===== src/rtl/fifo_stream_arbiter_if.sv =====
// Bundle of producer-side and consumer-side stream signals for fifo_stream_arbiter.
// Handshake: a word moves on a clock edge where its empty flag is low and its pop strobe is high
// (IN_EMPTY/IN_READ per source, FIFO_EMPTY/FIFO_READ at the output); the data is valid whenever the empty flag is low.
interface fifo_stream_arbiter_if #(
  parameter int N  = 2,
  parameter int DW = 32
);
  logic [N-1:0]    IN_EMPTY;
  logic [N*DW-1:0] IN_DATA;
  logic [N-1:0]    IN_READ;
  logic            FIFO_READ;
  logic            FIFO_EMPTY;
  logic [DW-1:0]   FIFO_DATA;
  logic [2:0]      GRANT;
  logic            READ_ERROR;
  logic [31:0]     WORD_CNT;
  logic            DBG_STATE;

  modport slave (
    input  IN_EMPTY, IN_DATA, FIFO_READ,
    output IN_READ, FIFO_EMPTY, FIFO_DATA, GRANT, READ_ERROR, WORD_CNT, DBG_STATE
  );

  modport master (
    output IN_EMPTY, IN_DATA, FIFO_READ,
    input  IN_READ, FIFO_EMPTY, FIFO_DATA, GRANT, READ_ERROR, WORD_CNT, DBG_STATE
  );
endinterface


===== src/rtl/fifo_stream_arbiter.sv =====
// Round-robin merge of N first-word-fall-through streams with burst lock and one registered output word.
// DBG_STATE exposes the FSM state (0 = IDLE, 1 = LOCKED).
module fifo_stream_arbiter #(
  parameter int N         = 2,
  parameter int DW        = 32,
  parameter int MAX_BURST = 4
) (
  input logic                BUS_CLK,
  input logic                BUS_RST_N,
  fifo_stream_arbiter_if.slave bus
);

  typedef enum logic {
    IDLE   = 1'b0,
    LOCKED = 1'b1
  } state_e;

  state_e          state_q;
  logic [2:0]      grant_q;
  logic [2:0]      last_q;
  logic [31:0]     cnt_q;
  logic            fifo_empty_q;
  logic [DW-1:0]   fifo_data_q;
  logic            read_error_q;
  logic [31:0]     word_cnt_q;

  logic            accept;
  logic            gnt_empty;
  logic [DW-1:0]   gnt_data;
  logic            pop;
  logic            deliver;
  logic [N-1:0]    in_read;
  logic            found;
  logic [2:0]      pick;
  logic [31:0]     cnt_d;
  logic [31:0]     word_cnt_d;

  always_comb begin
    accept    = fifo_empty_q | bus.FIFO_READ;
    deliver   = bus.FIFO_READ & ~fifo_empty_q;
    gnt_empty = 1'b1;
    gnt_data  = '0;
    for (int i = 0; i < N; i++) begin
      if (grant_q == 3'(i)) begin
        gnt_empty = bus.IN_EMPTY[i];
        gnt_data  = bus.IN_DATA[i*DW +: DW];
      end
    end
    pop     = (state_q == LOCKED) && !gnt_empty && accept;
    in_read = '0;
    for (int i = 0; i < N; i++) begin
      in_read[i] = pop && (grant_q == 3'(i));
    end
    // Scan starts one past the last granted source, so every active source gets a turn.
    found = 1'b0;
    pick  = '0;
    for (int k = 1; k <= N; k++) begin
      for (int i = 0; i < N; i++) begin
        if (!found && (((int'(last_q) + k) % N) == i) && !bus.IN_EMPTY[i]) begin
          found = 1'b1;
          pick  = 3'(i);
        end
      end
    end
    cnt_d      = cnt_q + 32'd1;
    word_cnt_d = word_cnt_q + 32'd1;
  end

  always_ff @(posedge BUS_CLK or negedge BUS_RST_N) begin
    if (!BUS_RST_N) begin
      state_q      <= IDLE;
      grant_q      <= '0;
      last_q       <= 3'(N - 1);
      cnt_q        <= '0;
      fifo_empty_q <= 1'b1;
      fifo_data_q  <= '0;
      read_error_q <= 1'b0;
      word_cnt_q   <= '0;
    end else begin
      read_error_q <= bus.FIFO_READ & fifo_empty_q;
      if (deliver) begin
        word_cnt_q <= word_cnt_d;
      end
      // A pop in the same cycle as a consumer read replaces the word without a bubble.
      if (pop) begin
        fifo_data_q  <= gnt_data;
        fifo_empty_q <= 1'b0;
      end else if (deliver) begin
        fifo_empty_q <= 1'b1;
      end
      case (state_q)
        IDLE: begin
          if (found) begin
            grant_q <= pick;
            cnt_q   <= '0;
            state_q <= LOCKED;
          end
        end
        LOCKED: begin
          if (pop) begin
            cnt_q <= cnt_d;
            if ((MAX_BURST != 0) && (cnt_d == 32'(MAX_BURST))) begin
              state_q <= IDLE;
              last_q  <= grant_q;
            end
          end else if (gnt_empty) begin
            state_q <= IDLE;
            last_q  <= grant_q;
          end
        end
        default: state_q <= IDLE;
      endcase
    end
  end

  assign bus.IN_READ    = in_read;
  assign bus.FIFO_EMPTY = fifo_empty_q;
  assign bus.FIFO_DATA  = fifo_data_q;
  assign bus.GRANT      = grant_q;
  assign bus.READ_ERROR = read_error_q;
  assign bus.WORD_CNT   = word_cnt_q;
  assign bus.DBG_STATE  = state_q;

endmodule


===== src/flat_wrapper.sv =====
// flat-port wrapper written by rule: the top's interface ports become plain ports
module fifo_stream_arbiter_flat 
#(
  parameter int N         = 2,
  parameter int DW        = 32,
  parameter int MAX_BURST = 4
)
  (BUS_CLK, BUS_RST_N, bus_IN_EMPTY, bus_IN_DATA, bus_FIFO_READ, bus_IN_READ, bus_FIFO_EMPTY, bus_FIFO_DATA, bus_GRANT, bus_READ_ERROR, bus_WORD_CNT, bus_DBG_STATE);
  fifo_stream_arbiter_if #(.N(N), .DW(DW)) bus_i ();
  input logic BUS_CLK;
  input logic BUS_RST_N;
  input wire logic [$bits(bus_i.IN_EMPTY)-1:0] bus_IN_EMPTY;
  input wire logic [$bits(bus_i.IN_DATA)-1:0] bus_IN_DATA;
  input wire logic [$bits(bus_i.FIFO_READ)-1:0] bus_FIFO_READ;
  output wire logic [$bits(bus_i.IN_READ)-1:0] bus_IN_READ;
  output wire logic [$bits(bus_i.FIFO_EMPTY)-1:0] bus_FIFO_EMPTY;
  output wire logic [$bits(bus_i.FIFO_DATA)-1:0] bus_FIFO_DATA;
  output wire logic [$bits(bus_i.GRANT)-1:0] bus_GRANT;
  output wire logic [$bits(bus_i.READ_ERROR)-1:0] bus_READ_ERROR;
  output wire logic [$bits(bus_i.WORD_CNT)-1:0] bus_WORD_CNT;
  output wire logic [$bits(bus_i.DBG_STATE)-1:0] bus_DBG_STATE;
  assign bus_i.IN_EMPTY = bus_IN_EMPTY;
  assign bus_i.IN_DATA = bus_IN_DATA;
  assign bus_i.FIFO_READ = bus_FIFO_READ;
  assign bus_IN_READ = bus_i.IN_READ;
  assign bus_FIFO_EMPTY = bus_i.FIFO_EMPTY;
  assign bus_FIFO_DATA = bus_i.FIFO_DATA;
  assign bus_GRANT = bus_i.GRANT;
  assign bus_READ_ERROR = bus_i.READ_ERROR;
  assign bus_WORD_CNT = bus_i.WORD_CNT;
  assign bus_DBG_STATE = bus_i.DBG_STATE;
  fifo_stream_arbiter #(.N(N), .DW(DW), .MAX_BURST(MAX_BURST)) u_core (.BUS_CLK(BUS_CLK), .BUS_RST_N(BUS_RST_N), .bus(bus_i));
endmodule

===== config.mk =====
export PLATFORM = sky130hd
export DESIGN_NAME = fifo_stream_arbiter_flat
export DESIGN_NICKNAME = d
export VERILOG_FILES = /design/src/rtl/fifo_stream_arbiter_if.sv /design/src/rtl/fifo_stream_arbiter.sv /design/src/flat_wrapper.sv
export SDC_FILE = /design/constraint.sdc
export NUM_CORES = 1
export LEC_CHECK = 0
export ABC_AREA = 1
export BUFFER_PORTS_ARGS = -buffer_cell sky130_fd_sc_hd__buf_2
export CAP_MARGIN = 10
export CORE_UTILIZATION = 38
export DETAILED_ROUTE_END_ITERATION = 8
export PLACE_DENSITY = 0.72
export SLEW_MARGIN = 20
export SYNTH_ARGS = -nofsm -noshare
export SYNTH_HDL_FRONTEND = slang
export SYNTH_SLANG_ARGS = --single-unit

===== constraint.sdc =====
create_clock -name BUS_CLK -period 2.61 [get_ports BUS_CLK]
set_clock_uncertainty 0.15 [all_clocks]
set_input_delay 0.1305 -clock BUS_CLK [delete_from_list [all_inputs] [get_ports BUS_CLK]]
set_output_delay 0.1305 -clock BUS_CLK [all_outputs]
set_load 0.01 [all_outputs]

# Word level (Yosys, flattened, before mapping)
# Index checks and enable logic that the tools add are counted.
[classes]
muxes = 24
bitwise_logic = 7
n_addsub = 4
n_reduce_logical = 25
eq_ne = 7
[ops]
columns = ["op", "count"]
rows = [
  ["$mux W32", 4],
  ["$add A32 B1 Y32 const B", 2],
  ["$logic_not A32 Y1", 2],
  ["$pmux W32 S2", 1],
  ["$eq A32 B3 Y1 const B", 1],
  ["$mux W1", 18],
  ["$logic_and A1 B1 Y1", 11],
  ["$logic_not A1 Y1", 6],
  ["$eq A2 B2 Y1 const B", 2],
  ["$ne A2 B2 Y1 const B", 2],
  ["$reduce_and A2 Y1", 2],
  ["$reduce_bool A2 Y1", 2],
  ["$logic_not A3 Y1", 1],
  ["$reduce_and A3 Y1", 1],
  ["$add A1 B1 Y1 const B", 2],
  ["$and A1 B1 Y1", 2],
  ["$and A1 B1 Y1 const A", 2],
  ["$ne A2 B1 Y1 const B", 1],
  ["$not A1 Y1", 2],
  ["$pmux W1 S2", 1],
  ["$eq A1 B1 Y1 const B", 1],
  ["$or A1 B1 Y1", 1],
]
[word_totals]
reg_bits = 101
in_bits = 69
output_inout_bits = 72
word_cells = 75

# Longest topological paths before layout
# Gate-level depths: netlist of the first run.
[depth]
ltp_word = 19
ltp_mapped = 16
depth_no_buf = 16

# Worst setup path after synthesis of the first run
# OpenSTA, ideal clock, no wires.
[synth_timing]
path_type = "register -> register"
startpoint = "register u_core.word_cnt_q[0] (netlist: u_core.bus.WORD_CNT[0])"
endpoint = "register u_core.word_cnt_q[30] (netlist: u_core.bus.WORD_CNT[30])"
setup_time_ps = 79
required_ps = 2381
path_buffers = 0
t_arrival_ps = 1824
setup_slack_ps = 557
stages_incl_launch_ff = 11
synth_period_minus_slack_ps = 2053
path_cell_list = "dfrtp_1 > ha_1 > nand3_1 > nor2_2 > nand3b_2 > nor3_4 > nand3_2 > nor2_4 > nand3_4 > nor3_2 > xor2_1"
[synth_between]
elab_chain_len = 1
[synth_rtl]
columns = ["item", "line_no", "rtl"]
rows = [
  ["start, declared", "fifo_stream_arbiter.sv:25", "logic [31:0] word_cnt_q;"],
  ["start signal, assigned", "fifo_stream_arbiter.sv:82", "word_cnt_q <= word_cnt_d;"],
  ["$add A32 B1 Y32", "fifo_stream_arbiter.sv:66", "word_cnt_d = word_cnt_q + 32'd1;"],
]
# No other way between the ends.
# A chain may end at the register's enable or synchronous reset.

# Worst setup path after layout of the first run
[layout_timing]
startpoint = "register u_core.grant_q[0] (netlist: u_core.bus.GRANT[0])"
endpoint = "register u_core.fifo_data_q[7] (netlist: u_core.bus.FIFO_DATA[7])"
[layout_between]
elab_chain_len = 6
elab_cells_between_ends = 9
cone_classes = "1 x eq/ne; 4 x mux; 4 x reduce/logical"
[layout_rtl]
columns = ["item", "line_no", "rtl"]
rows = [
  ["start, declared", "fifo_stream_arbiter.sv:19", "logic [2:0] grant_q;"],
  ["start signal, assigned", "fifo_stream_arbiter.sv:94", "grant_q <= pick;"],
  ["$logic_not A3 Y1", "fifo_stream_arbiter.sv:44", "if (grant_q == 3'(i)) begin"],
  ["$mux W1 (2 in a row)", "fifo_stream_arbiter.sv:44", ""],
  ["$logic_not A1 Y1", "fifo_stream_arbiter.sv:49", "pop = (state_q == LOCKED) && !gnt_empty && accept;"],
  ["$logic_and A1 B1 Y1 (2 in a row)", "fifo_stream_arbiter.sv:49", ""],
  ["end signal, assigned", "fifo_stream_arbiter.sv:86", "fifo_data_q <= gnt_data;"],
  ["end, declared", "fifo_stream_arbiter.sv:23", "logic [DW-1:0] fifo_data_q;"],
]
# Several ways; a longest one is shown, not always the timed one.

==> impl_metrics.json, run 1 <==
{
  "syn2layout_area_growth_pct": 35.3,
  "ys_seq_area_share_pct": 46.6,
  "clock_sinks": 101,
  "antenna_found_initial": 0,
  "synthTopCellsByCount": "nand2_1, dfrtp_1, inv_1, nand3_1, nor2_1",
  "post-place-cells": 1025,
  "crit_arrival_ps": 2520,
  "p_leak_nw": 3.70,
  "place_hpwl_um": 9810,
  "placed_area_um2": 6340,
  "worst-path-buf-inv": 4,
  "postLayoutCellArea_um2": 7350,
  "grt_usage_pct": 21.4,
  "dieHeight_um": 122,
  "grt_max_degree": 89,
  "cp.required_ps": 2750,
  "clock_path_buffers": 2,
  "wl_per_cell_um": 13.6,
  "worstHoldPathType": "in2reg",
  "synth.largest_area_cell": "dfrtp_1",
  "crit_family": "buffers and inverters",
  "cp_max_fo": 33,
  "clk_pin_slew_worst_paths_ps": 80,
  "status": "complete, no violations",
  "clock-root-buffer": "clkbuf_16",
  "gp_congestion": 0.876,
  "drtIter0Drc": 291,
  "fin_nets": 995,
  "max_freq_mhz": 420,
  "routed_wl_um": 15000,
  "crit_type": "reg2reg",
  "setup_ws_ps": 232,
  "ys.flop_type": "dfrtp_1",
  "yosysMostFrequentCell": "nand2_1",
  "maxSlewHeadroom_pct": 59.5,
  "startpoint_type": "register",
  "postSynthAreaPerCell_um2": 7.58,
  "synth_area_leaders": "dfrtp_1, nand2_1, nand3_1",
  "clk_latency_ps": 350,
  "cpPeakStageDelay_ps": 550,
  "p_total_mw": 5.65,
  "viasPerCell": 4.92,
  "cts_tree": "done",
  "postCtsSetupRepairBufs": 0,
  "whs_ps": 19.1,
  "path_cells": "inv_1, nand2_1, nand3_1, nor2_4, inv_4, nor2_2, buf_8, nand2_1, nand3_1, dlygate4sd3_1",
  "ys_ff_latch": 101,
  "htreeDepth": 3,
  "dieArea_um2": 14800,
  "cap_violations": 0,
  "slew_violations": 0,
  "power.density_nw_per_um2": 770,
  "fin_crit_sh_pct": 91.1,
  "stdcell_count": 1109,
  "grt_pass1_wl_um": 25100,
  "vias": 5459,
  "initial_utilization_pct": 39.0,
  "dieWidth_um": 122,
  "hold_viol_final": 0,
  "tightest_slew_ps": 602,
  "grt_pass1_vias": 5346,
  "portBuffers": 138,
  "synth_edf_count": 0,
  "drc": 0,
  "synth_warnings": 0,
  "min_period_ps": 2380,
  "setup_viol": 0,
  "syn_inst": 716,
  "irDropWorstVdd_mv": 0.562,
  "grt_remaining_overflow": 0,
  "pre_cts_ws_ps": 337,
  "ant_nets": 0,
  "crit_slowest_cell": "dlygate4sd3_1",
  "io_pins": 141,
  "critPathCaptureType": "register",
  "numCtsBuffers": 9,
  "postLayoutCoreUtil_pct": 52.7,
  "firstDrtPassIters": 4,
  "grt_setup_unrepaired": "false",
  "yosysTopAreaCellShare_pct": 45.6,
  "synthArstFlopShare_pct": 100,
  "antenna_cells": 0,
  "finalSetupTns_ps": 0,
  "rows": 43,
  "netlist_area_um2": 5430,
  "layout-drive-gt1-share_pct": 22.2,
  "core_area_um2": 13900,
  "yosys.cell_types.count": 40
}
-- sequential cells by signal, indices dropped and copies added, names as in the netlist --
name and count:
u_core.bus.FIFO_DATA 32, u_core.bus.FIFO_EMPTY 1, u_core.last_q 1, u_core.bus.DBG_STATE 1
u_core.bus.WORD_CNT 32, u_core.bus.GRANT 1, u_core.cnt_q 32, u_core.bus.READ_ERROR 1
-- cell type report --
class | instances | area, um^2
Timing Repair Buffer | 213 | 1460
Fill cell | 1243 | 6590
Tap cell | 180 | 225
Clock buffer | 10 | 239
Clock inverter | 6 | 51.3
Multi-Input combinational cell | 522 | 2550
Inverter | 77 | 292
Sequential cell | 101 | 2530
-- final timing paths --
path | start | to | slack [ps] | cells past startpoint
max | u_core.bus.GRANT[0]$_DFFE_PN0P_ | u_core.bus.FIFO_DATA[7]$_DFFE_PN0P_ | 230 | 10
min | bus_IN_EMPTY[0] | u_core.bus.DBG_STATE$_DFF_PN0_ | 20 | 4
max reg2reg | u_core.bus.GRANT[0]$_DFFE_PN0P_ | u_core.bus.FIFO_DATA[7]$_DFFE_PN0P_ | 230 | 10
min reg2reg | u_core.bus.WORD_CNT[31]$_DFFE_PN0P_ | u_core.bus.WORD_CNT[31]$_DFFE_PN0P_ | 320 | 1
max in group asynchronous | BUS_RST_N | u_core.bus.GRANT[0]$_DFFE_PN0P_ | 1530 | 3
min in group asynchronous | BUS_RST_N | u_core.bus.FIFO_DATA[7]$_DFFE_PN0P_ | 40 | 2
-- cell usage in the layout, fill, tap and decap left out, types with 2 or more instances in the layout --
cell type,n
nand4_1,5
nand3_1,68
nand3_2,2
xor2_1,17
o22ai_1,10
dlygate4sd3_1,68
nand2_1,271
o21ai_1,5
ha_1,2
inv_2,5
nor2_2,7
clkbuf_16,9
buf_12,2
o21ai_0,26
buf_4,5
conb_1,2
nand2_2,7
dfrtp_1,98
inv_6,3
dfstp_2,2
buf_2,137
nor3_4,2
nor2_4,10
nor3_1,2
nor2_1,57
nor3_2,2
xnor2_1,13
inv_1,71
-- logic make-up (layout without fill, tap and decap cells) --
logic type	Yosys count	count (layout)	share of synthesized area [%]
buffers and inverters	94	306	6.77
other	1	2	0.0691
DFF	101	101	46.6
xor gates and xnor gates	30	30	4.84
adders and majority gates	2	2	0.461
and+or+nand+nor	442	442	36.6
AOI/OAI and AO/OA	46	46	4.65
-- metal layers --
layer | track usage [%] | part of all wire (%) | vias up
met5 | 0 | 0 | -
met4 | 8.33 | 2.3 | 0
met3 | 3.93 | 6.4 | 30
met2 | 36.2 | 48 | 184
met1 | 27.0 | 43 | 2594
li1 | - | - | 2651
-- report_power, final --
group	leakage (nW)	internal, mW	switching [mW]
Sequential	1.30	1.92	0.260
Combinational	2.26	0.966	1.19
Clock	0.146	0.691	0.625
-- worst reg2reg max path, delay by kind of cell, from the launching register on --
family	cells	cell delay, ps
buffers and inverters	4	1000
flip-flops	1	420
AND/OR/NAND/NOR	6	750
-- timing repair --
action / 4_1_cts / 5_1_grt
endpoints found under the hold margin: 134 / 0
hold buffers: 68 / 0
gates resized for setup: 0 / 10
endpoints found under the setup margin: 0 / 21
Power figures use the tool's default switching activity.
==> inputs of run 2 (changes only) <==
--- a/config.mk
+++ b/config.mk
@@ -10,7 +10,8 @@
 export CAP_MARGIN = 10
 export CORE_UTILIZATION = 38
 export DETAILED_ROUTE_END_ITERATION = 8
-export PLACE_DENSITY = 0.72
+export PLACE_DENSITY = 0.74
+export RECOVER_POWER = 100
 export SLEW_MARGIN = 20
 export SYNTH_ARGS = -nofsm -noshare
 export SYNTH_HDL_FRONTEND = slang
==> constraint.sdc (replaced) <==
create_clock -name BUS_CLK -period 2.15 [get_ports BUS_CLK]
set_clock_uncertainty 0.15 [all_clocks]
set_input_delay 0.1075 -clock BUS_CLK [delete_from_list [all_inputs] [get_ports BUS_CLK]]
set_output_delay 0.1075 -clock BUS_CLK [all_outputs]
set_load 0.01 [all_outputs]
==> run 2 against run 1 <==
Effect of this change: the run now ends with negative setup slack left; setup slack got worse by 280 ps; cell area rose by 3.1%; die area did not move; non-clock buffer count up 30; sequential share of layout area shrank 1.1 points; final cell count is 2.7% higher; global-route usage rose by 1.8 points; first-iteration DRC count rose by 8.6%; core utilization rose by 1.6 points; largest power group unchanged.
==> impl_metrics.json, run 2 (synthesized netlist as in run 1, its figures left out) <==
{
  "startpoint_type": "register",
  "worst-path-buf-inv": 5,
  "firstDrtPassIters": 5,
  "r2r_slack_ps": -10,
  "violations": "negative setup slack",
  "critPathCaptureType": "output port",
  "whs_ps": 5.19,
  "cts_tree": "done",
  "irDropWorstVdd_mv": 0.682,
  "register_area_um2": 2530,
  "place_hpwl_um": 10100,
  "whs_path_depth": 4,
  "vias": 5655,
  "clk_latency_ps": 350,
  "slew_violations": 0,
  "tightest_slew_ps": 1380,
  "r2r_cells": 16,
  "crit_arrival_ps": 1940,
  "grt_remaining_overflow": 0,
  "postLayoutCellArea_um2": 7570,
  "max_freq_mhz": 456,
  "min_to": "u_core.bus.DBG_STATE$_DFF_PN0_",
  "p_leak_nw": 3.66,
  "crit_type": "reg2out",
  "dieArea_um2": 14800,
  "drtIter0Drc": 316,
  "setup_ws_ps": -43.9,
  "wl_per_cell_um": 15.0,
  "final_common_cell": "nand2_1",
  "layout_common_cells": "nand2_1, dfrtp_1, inv_1",
  "worst_path_most_repeated_cell": "inv_1",
  "fillers": 1207,
  "clock_path_buffers": 2,
  "crit_slowest_cell": "dfrtp_1",
  "path_cells": "inv_1, nand2_1, nand3_1, nor2_2, buf_4, inv_1, nor2_4, buf_12, buf_2",
  "antenna_cells": 0,
  "core_area_um2": 13900,
  "setup_viol": 4,
  "grt_pass1_wl_um": 26900,
  "grt_use_met1_pct": 27.7,
  "finalSetupTns_ps": -95.1,
  "clkPwrFrac_pct": 23.8,
  "r2r-end": "u_core.last_q[0]$_DFFE_PN1P_",
  "grt_use_met2_pct": 39.0,
  "p_sw_mw": 2.69,
  "multi_input_area_um2": 2610,
  "placed_area_um2": 6470,
  "status": "finished with violations",
  "dieHeight_um": 122,
  "cap_violations": 0,
  "top_usage_layer": "met2",
  "grtUsageMet3_pct": 5.57,
  "internal_power_mw": 4.10,
  "dieWidth_um": 122,
  "htreeDepth": 3,
  "rows": 43,
  "worstHoldPathType": "in2reg",
  "power.density_nw_per_um2": 896,
  "io_pins": 141,
  "fin_crit_sh_pct": 102,
  "grt_pass1_vias": 5623,
  "initial_utilization_pct": 39.0,
  "viasPerCell": 4.96,
  "numCtsBuffers": 9,
  "cpPeakStageDelay_ps": 370,
  "ant_nets": 0,
  "drc": 0,
  "pwr-share-comb_pct": 37.3,
  "crit_family": "buffers and inverters",
  "fin_nets": 1025,
  "hold_viol_final": 0,
  "cp_max_fo": 17,
  "p_seq_share_pct": 38.9,
  "min_period_ps": 2190,
  "switching_share_pct": 39.6,
  "timing.rr.start": "u_core.cnt_q[1]$_DFFE_PN0P_",
  "cp.required_ps": 1890,
  "layout-drive-gt1-share_pct": 17.6,
  "gp_congestion": 0.895,
  "hp-start": "bus_IN_EMPTY[0]",
  "maxSlewHeadroom_pct": 8.13,
  "antenna_found_initial": 0,
  "clk_pin_slew_worst_paths_ps": 70,
  "grt_max_degree": 102,
  "portBuffers": 138,
  "routed_wl_um": 17100,
  "clock-root-buffer": "clkbuf_16",
  "clock_sinks": 101,
  "grt_setup_unrepaired": "true",
  "syn2layout_area_growth_pct": 39.5,
  "grt_usage_pct": 23.1
}
-- run 2: worst min-delay path: stages --
cell and delay (ps):
buf_2 120, nand2_1 50, nand2_1 90, o21ai_0 90
-- run 2: power by group through the flow --
| stage | registers (mW) | clock network (mW) | logic (mW) |
|---|---|---|---|
| floorplan | 2.81 | 0 | 1.06 |
| global placement | 2.63 | 0 | 2.22 |
| detailed placement | 2.63 | 0 | 2.28 |
| CTS | 2.61 | 1.62 | 2.40 |
| global route | 2.68 | 1.71 | 2.75 |
| finish | 2.64 | 1.61 | 2.53 |
-- run 2: timing repair --
action,in CTS,in global routing
setup endpoints to repair,2,11
hold buffers,68,0
pin swaps,1,17
gates cloned,0,2
buffers inserted,2,14
resized for setup,2,25
hold endpoints to repair,135,0
-- run 2: per-stage QoR --
step           total power, mW  instances  util [%]  worst slack [ps]
5_1_grt                   7.15       1139      54.4              -169
6_report                  6.79       1139      54.4             -43.9
3_5_place_dp              4.91       1037      46.4             -21.9
2_1_floorplan             3.87        717         -              96.5
4_1_cts                   6.63       1123      53.6              23.4
3_3_place_gp              4.85       1037      46.4              75.2
-- run 2: worst max-delay path by stage --
stage / from / to / slack (ps) / cells past startpoint
floorplan: u_core.bus.WORD_CNT[0]$_DFFE_PN0P_ / u_core.bus.WORD_CNT[30]$_DFFE_PN0P_ / 100 / 10
global placement: u_core.cnt_q[1]$_DFFE_PN0P_ / u_core.last_q[0]$_DFFE_PN1P_ / 80 / 16
detailed placement: u_core.cnt_q[1]$_DFFE_PN0P_ / u_core.last_q[0]$_DFFE_PN1P_ / -20 / 16
CTS: u_core.bus.GRANT[0]$_DFFE_PN0P_ / bus_IN_READ[1] / 20 / 9
global route: u_core.cnt_q[1]$_DFFE_PN0P_ / u_core.last_q[0]$_DFFE_PN1P_ / -170 / 16
finish: u_core.bus.GRANT[0]$_DFFE_PN0P_ / bus_IN_READ[1] / -40 / 9
-- run 2: area by class of cell --
type / instances / area share, %
Inverter: 77 / 3.82
Sequential cell: 101 / 33.4
Timing Repair Buffer: 243 / 21.5
Clock buffer: 9 / 2.97
Tap cell: 180 / 2.97
Multi-Input combinational cell: 522 / 34.5
Clock inverter: 7 / 0.876
-- run 2: layer usage --
layer / wire [um] / up-vias
li1: - / 2711
met1: 6770 / 2650
met2: 8640 / 250
met3: 1180 / 44
met4: 493 / 0
met5: 0 / -
